$ cat src/rtl/running_max_stage_pkg.sv
// Shared types for the online-softmax running-maximum stage.
//   EXPMUL_DIFF_IN_QT : signed Q4.4 score / max operand for expmul_stage
//   STAR_VECTOR_T     : V vector of Q9.17 elements; element 0 carries the
//                       constant "1" used to build the softmax denominator
//   RUNMAX_PKT_T      : scalar part of the stage's output register
//   signed_max        : two's-complement max, ties keep the first operand
package running_max_stage_pkg;

  localparam int ROW_CNT_W_DEF = 8;
  localparam int STAR_VEC_LEN  = 4;
  localparam int STAR_ELEM_W   = 26;

  typedef logic signed [7:0]             EXPMUL_DIFF_IN_QT;
  typedef logic signed [STAR_ELEM_W-1:0] STAR_ELEM_T;
  typedef STAR_ELEM_T [STAR_VEC_LEN-1:0] STAR_VECTOR_T;

  // key_idx is kept outside the packet so its width follows the
  // ROW_CNT_W parameter of the instantiating module.
  typedef struct packed {
    EXPMUL_DIFF_IN_QT s;
    EXPMUL_DIFF_IN_QT m_old;
    EXPMUL_DIFF_IN_QT m_new;
    logic             first;
    logic             last;
  } RUNMAX_PKT_T;

  function automatic EXPMUL_DIFF_IN_QT signed_max(input EXPMUL_DIFF_IN_QT a,
                                                  input EXPMUL_DIFF_IN_QT b);
    return (b > a) ? b : a;
  endfunction

endpackage

$ cat src/rtl/running_max_stage.sv
// Running-maximum stage of the online softmax. Tracks the max of one query
// row's Q.K scores and emits (score, new max) for the V path and
// (old max, new max) for the accumulator-rescale path of expmul_stage.
// Ports:
//   clk, rst            : clock, synchronous active-high reset
//   vld_in / rdy_out    : upstream handshake (s_in, v_in, last_in)
//   vld_out / rdy_in    : downstream handshake (rdy_in = both expmul ready)
//   s_out, m_new_out,
//   m_old_out, v_out    : registered operands
//   first_out, last_out : row boundary flags
//   key_idx             : 0-based key index in row, saturating
module running_max_stage
  import running_max_stage_pkg::*;
#(
  parameter int ROW_CNT_W = ROW_CNT_W_DEF
) (
  input  logic                 clk,
  input  logic                 rst,
  input  logic                 vld_in,
  output logic                 rdy_out,
  input  EXPMUL_DIFF_IN_QT     s_in,
  input  STAR_VECTOR_T         v_in,
  input  logic                 last_in,
  output logic                 vld_out,
  input  logic                 rdy_in,
  output EXPMUL_DIFF_IN_QT     s_out,
  output EXPMUL_DIFF_IN_QT     m_new_out,
  output EXPMUL_DIFF_IN_QT     m_old_out,
  output STAR_VECTOR_T         v_out,
  output logic                 first_out,
  output logic                 last_out,
  output logic [ROW_CNT_W-1:0] key_idx
);

  RUNMAX_PKT_T           pkt_q, pkt_d;
  STAR_VECTOR_T          v_q, v_d;
  logic [ROW_CNT_W-1:0]  idx_q, idx_d;
  logic                  vld_out_q, vld_out_d;
  EXPMUL_DIFF_IN_QT      m_run_q, m_run_d;
  logic                  row_active_q, row_active_d;
  logic [ROW_CNT_W-1:0]  cnt_q, cnt_d;

  logic                  xfer_in;
  EXPMUL_DIFF_IN_QT      m_old_c, m_new_c;

  // Ready only looks at the output register and downstream ready, so there
  // is no combinational path from vld_in back to rdy_out.
  assign rdy_out = !vld_out_q || rdy_in;

  always_comb begin
    xfer_in      = vld_in && rdy_out;
    // First key of a row compares against itself so the rescale factor is 1.
    m_old_c      = row_active_q ? m_run_q : s_in;
    m_new_c      = row_active_q ? signed_max(m_run_q, s_in) : s_in;

    pkt_d        = pkt_q;
    v_d          = v_q;
    idx_d        = idx_q;
    vld_out_d    = vld_out_q;
    m_run_d      = m_run_q;
    row_active_d = row_active_q;
    cnt_d        = cnt_q;

    if (xfer_in) begin
      pkt_d.s     = s_in;
      pkt_d.m_old = m_old_c;
      pkt_d.m_new = m_new_c;
      pkt_d.first = !row_active_q;
      pkt_d.last  = last_in;
      v_d         = v_in;
      idx_d       = row_active_q ? cnt_q : '0;
      vld_out_d   = 1'b1;
      if (last_in) begin
        // m_run is left as is; the next key is a first and ignores it.
        row_active_d = 1'b0;
        cnt_d        = '0;
      end else begin
        row_active_d = 1'b1;
        m_run_d      = m_new_c;
        // cnt is 0 whenever the row is idle, so this also covers the first key.
        cnt_d        = (cnt_q == '1) ? cnt_q : cnt_q + 1'b1;
      end
    end else if (rdy_in) begin
      vld_out_d = 1'b0;
    end
  end

  always_ff @(posedge clk) begin
    if (rst) begin
      pkt_q        <= '0;
      v_q          <= '0;
      idx_q        <= '0;
      vld_out_q    <= 1'b0;
      m_run_q      <= '0;
      row_active_q <= 1'b0;
      cnt_q        <= '0;
    end else begin
      pkt_q        <= pkt_d;
      v_q          <= v_d;
      idx_q        <= idx_d;
      vld_out_q    <= vld_out_d;
      m_run_q      <= m_run_d;
      row_active_q <= row_active_d;
      cnt_q        <= cnt_d;
    end
  end

  assign vld_out   = vld_out_q;
  assign s_out     = pkt_q.s;
  assign m_old_out = pkt_q.m_old;
  assign m_new_out = pkt_q.m_new;
  assign first_out = pkt_q.first;
  assign last_out  = pkt_q.last;
  assign v_out     = v_q;
  assign key_idx   = idx_q;

endmodule

$ cat config.mk
export PLATFORM = sky130hd
export DESIGN_NAME = running_max_stage
export DESIGN_NICKNAME = d
export VERILOG_FILES = /design/src/rtl/running_max_stage_pkg.sv /design/src/rtl/running_max_stage.sv
export SDC_FILE = /design/constraint.sdc
export NUM_CORES = 1
export LEC_CHECK = 0
export CORE_UTILIZATION = 42
export CTS_BUF_LIST = sky130_fd_sc_hd__clkbuf_16
export DETAILED_ROUTE_END_ITERATION = 10
export PLACE_DENSITY_LB_ADDON = 0.1
export SLEW_MARGIN = 25
export SYNTH_ARGS = -nofsm -noshare
export SYNTH_HDL_FRONTEND = slang
export SYNTH_SLANG_ARGS = --single-unit
$ cat constraint.sdc
create_clock -name clk -period 2 [get_ports clk]
set_input_delay 0.4 -clock clk [delete_from_list [all_inputs] [get_ports clk]]
set_output_delay 0.4 -clock clk [all_outputs]
set_load 0.02 [all_outputs]
* Word-level counts from Yosys, hierarchy flattened *
Index checks and enable logic that the tools add are counted.

word-level totals
  flip-flop bits (word level) = 156
  bits of input ports = 117

cells by class
  add/subtract/negate cells = 1
  multiplexer cells = 9
  equality and inequality tests = 2
  magnitude comparators = 1
  bitwise gates (word level) = 1
  reduce and logical (&&, ||, !) cells = 7

operator list
  cell                                                            count
  8-bit two-way mux                                               6
  8-bit by 1-bit adder with 8-bit output (second input constant)  1
  8-bit equality test (second input constant)                     1
  8-bit greater-than comparator                                   1
  2-bit AND reduction                                             2
  1-bit two-way mux                                               3
  1-bit zero test                                                 2
  2-bit != test (second input constant)                           1
  2-bit nonzero test                                              1
  1-bit logical AND                                               1
  1-bit logical OR                                                1
  1-bit NOT                                                       1

* Depth between registers and ports, before layout *
  depth in word-level cells = 4
  gate-level depth with buffers = 8

* Worst setup path after synthesis *
OpenSTA, ideal clock, no wires.

  kind = in2reg
  start point = in s_in[5]
  end point = reg m_run_q[7]
  data arrival time = 1.686 ns
  path slack = 0.186 ns
  stages on the path = 7
  library setup time = 0.128 ns
  cells stage by stage = ha_1 -> a21o_1 -> nand2_1 -> nand4_1 -> o211ai_4 -> mux2i_1 -> nor2_1

on the way
  word-level cells in the longest chain between the ends = 3

ends and longest elaborated chain
  item                           line                         text
  from (decl)                    running_max_stage.sv:21      input EXPMUL_DIFF_IN_QT s_in,
  8-bit greater-than comparator  running_max_stage_pkg.sv:29  return (b > a) ? b : a;
  8-bit two-way mux              running_max_stage_pkg.sv:29
  8-bit two-way mux              running_max_stage.sv:54      m_new_c = row_active_q ? signed_max(m_run_q, s_in) : s_in;
  to (signal assigned)           running_max_stage.sv:102     m_run_q <= m_run_d;
  to (decl)                      running_max_stage.sv:39      EXPMUL_DIFF_IN_QT m_run_q, m_run_d;

Every way passes these cells.
A chain may end at the register's enable or synchronous reset.

* Final worst setup path *
  start point = in s_in[1]
  end point = reg m_run_q[4]

The elaborated chain is that of the path after synthesis.

==> flow_metrics.tcl <==
set metrics [dict create \
    status "finished clean" \
    synth_area_leaders "dfxtp_1 53%, nand2_1 15%, a21oi_1 11%" \
    core_um2 13450 \
    syn2layout_area_growth_pct 61.70 \
    final_util 0.7061 \
    synth_area_per_cell_um2 8.170 \
    dp_hpwl_mm 13.20 \
    final_common_cell "clkdlybuf4s50_1" \
    drive_gt1_frac 0.08325 \
    grt.total_usage 0.2512 \
    criticalPathCategory "input port to flop" \
    worst_pin_slew_ps 406.6 \
    crit_family "buffers and inverters" \
    clock-root-buffer "clkbuf_16" \
    synth_top_cell_area_share 0.5316 \
    synth_warnings 0 \
    cts_tree "yes" \
    grt_pass1_wl_mm 28.30 \
    cp.arrival_ps 2230 \
    cts_buffer_depth 2 \
    grt_max_degree 96 \
    min_path_type "input port to flop" \
    critical_path.endpoint_type "flop" \
    synth.distinct_cells 35 \
    netlist_instances 719 \
    num_rows 42 \
    initial_core_util 0.4367 \
    gp_congestion 0.8826 \
    cp-start-kind "input port" \
    static-leakage-power_uw 0.003674 \
    cts_htree_levels 4 \
    ys_seq_area_frac 0.5316 \
    antenna_found_initial 0 \
    wl_per_cell_um 15.67 \
    hold_violations 0 \
    drv_slew 0 \
    syn_nets 845 \
    via_count 5948 \
    max_freq_mhz 517.9 \
    clk_pin_slew_worst_paths_ps 60 \
    viasPerCell 5.071 \
    hold_buffers 0 \
    grt-ovfl-total 0 \
    ys_async_sr_fraction 0 \
    yosys_register_bits 156 \
    synth-edff-count 0 \
    nets 1110 \
    drt-initial-drc-count 331 \
    fin_crit_sh 0.9654 \
    timing.max_slew.rel_slack 0.7289 \
    insertion_delay_ps 410 \
    drcViolationCount 0 \
    drv_cap 0 \
    wl_mm 18.38 \
    fp.dieH_um 120.3 \
    clock-skew-final_ps 5.141 \
    cts_buffers 17 \
    ir_drop_uv 540.8 \
    syn-cell-area_um2 5874 \
    crit_slowest_cell "clkdlybuf4s50_1" \
    fin_crit_ps 1931 \
    num_io_pins 257 \
    drt_pre_antenna_iters 5 \
    die_area_um2 14460 \
    crit_path_cell_trace "clkdlybuf4s50_1 > ha_1 > nor2b_1 > o211ai_2 > a21oi_4 > o211ai_4 > buf_12 > mux2i_2 > nor2_1" \
    synth_ff_type "dfxtp_1" \
    cp.required_ps 2300 \
    critPathBufInv 2 \
    clkSinkCount 156 \
    crit_path_max_fanout 8 \
    yosysTopAreaCell "dfxtp_1" \
    total_power_uw 8188 \
    die_width_um 120.3 \
    setup_viol 0 \
    max_stage_delay_ps 440 \
    ant_nets 0 \
    antenna_cells 0 \
    grt_pass1_vias 5642 \
    mostFrequentLayoutCells "253 x clkdlybuf4s50_1, 236 x nand2_1, 155 x dfxtp_1" \
    cellPowerDensity_nw_per_um2 861.9 \
    io_buffers 256 \
]
metrics by stage:
step | hold WS, ps | setup slack (ps) | TNS (ps) | cells | instance area [um2]
floorplan | 472.6 | 185.9 | 0 | 719 | 5874
global placement | 441.0 | -296.8 | -4434 | 1140 | 8832
detailed placement | 445.4 | -409.5 | -5995 | 1140 | 8832
CTS | 327.3 | 0.6783 | 0 | 1172 | 9462
global route | 338.4 | -1.742 | -1.742 | 1173 | 9499
finish | 344.2 | 69.30 | 0 | 1173 | 9499
worst reg2reg max path, stage by stage, from the launching register on:
cell and delay (ps):
dfxtp_1 360, inv_1 70, ha_1 290, nand4_1 180, o22ai_2 120, a21oi_2 240
o211ai_4 120, buf_12 160, mux2i_2 180, nor2_1 50
synth_stat cells (2+ instances only):
cell type	n
a211oi_1	8
a21oi_1	130
a21oi_2	2
a31oi_1	2
and3_1	3
buf_2	26
clkbuf_1	26
dfxtp_1	156
ha_1	9
inv_1	11
mux2i_1	16
nand2_1	237
nand3_1	12
nand4_1	3
nor2_1	45
nor3_1	4
o2111ai_1	2
o211ai_4	2
o221a_1	8
xor2_1	2
layer usage:
metal,GRT usage,routed length [um],up-vias
met5,0,0,-
met1,0.2816,7239,2772
met4,0.1312,730,0
li1,-,-,2906
met3,0.05330,1035,46
met2,0.4458,9378,224
kinds of logic (layout without fill, tap and decap cells):
kind of cell | Yosys count | in the layout | synth area share
buf+inv | 63 | 341 | 0.04579
simple gates | 310 | 310 | 0.2081
fa+ha+maj | 9 | 9 | 0.01917
compound gates | 163 | 163 | 0.1651
flops | 156 | 156 | 0.5316
xor+xnor | 2 | 2 | 0.002982
mux | 16 | 16 | 0.02726
final cells by class:
type,count,area (um2)
sequential,156,3124
timing repair buffer,298,2968
clock buffer,17,425.4
inverter,11,41.29
tap,176,220.2
clock inverter,15,203.9
fill,1102,3954
multi-input combinational,500,2516
flip-flops by register name (all words and copies together) (netlist names):
register and count:
cnt_q 8, first_out 1, key_idx 8, last_out 1, m_new_out 8, m_old_out 8, m_run_q 8, row_active_q 1
s_out 8, v_out 104, vld_out 1
timing repair:
| action | CTS | global route |
|---|---|---|
| setup buffers | 0 | 1 |
| setup endpoints to repair | 0 | 17 |
| gates resized for setup | 0 | 6 |
path summary, 6_finish.rpt:
check | to | cells past startpoint | start | slack (ps)
max | m_run_q[4] | 9 | s_in[1] | 70
min | m_run_q[6] | 2 | rst | 340
min reg2reg | key_idx[3] | 2 | key_idx[3] | 450
max reg2reg | m_run_q[4] | 9 | m_run_q[6] | 110
power by group:
part	leakage (uW)	internal, uW	switching, uW
combinational	0.00209	706	698
sequential	0.00128	3280	97.9
clock	0.000298	2190	1210
(Power assumes the default switching activity.)
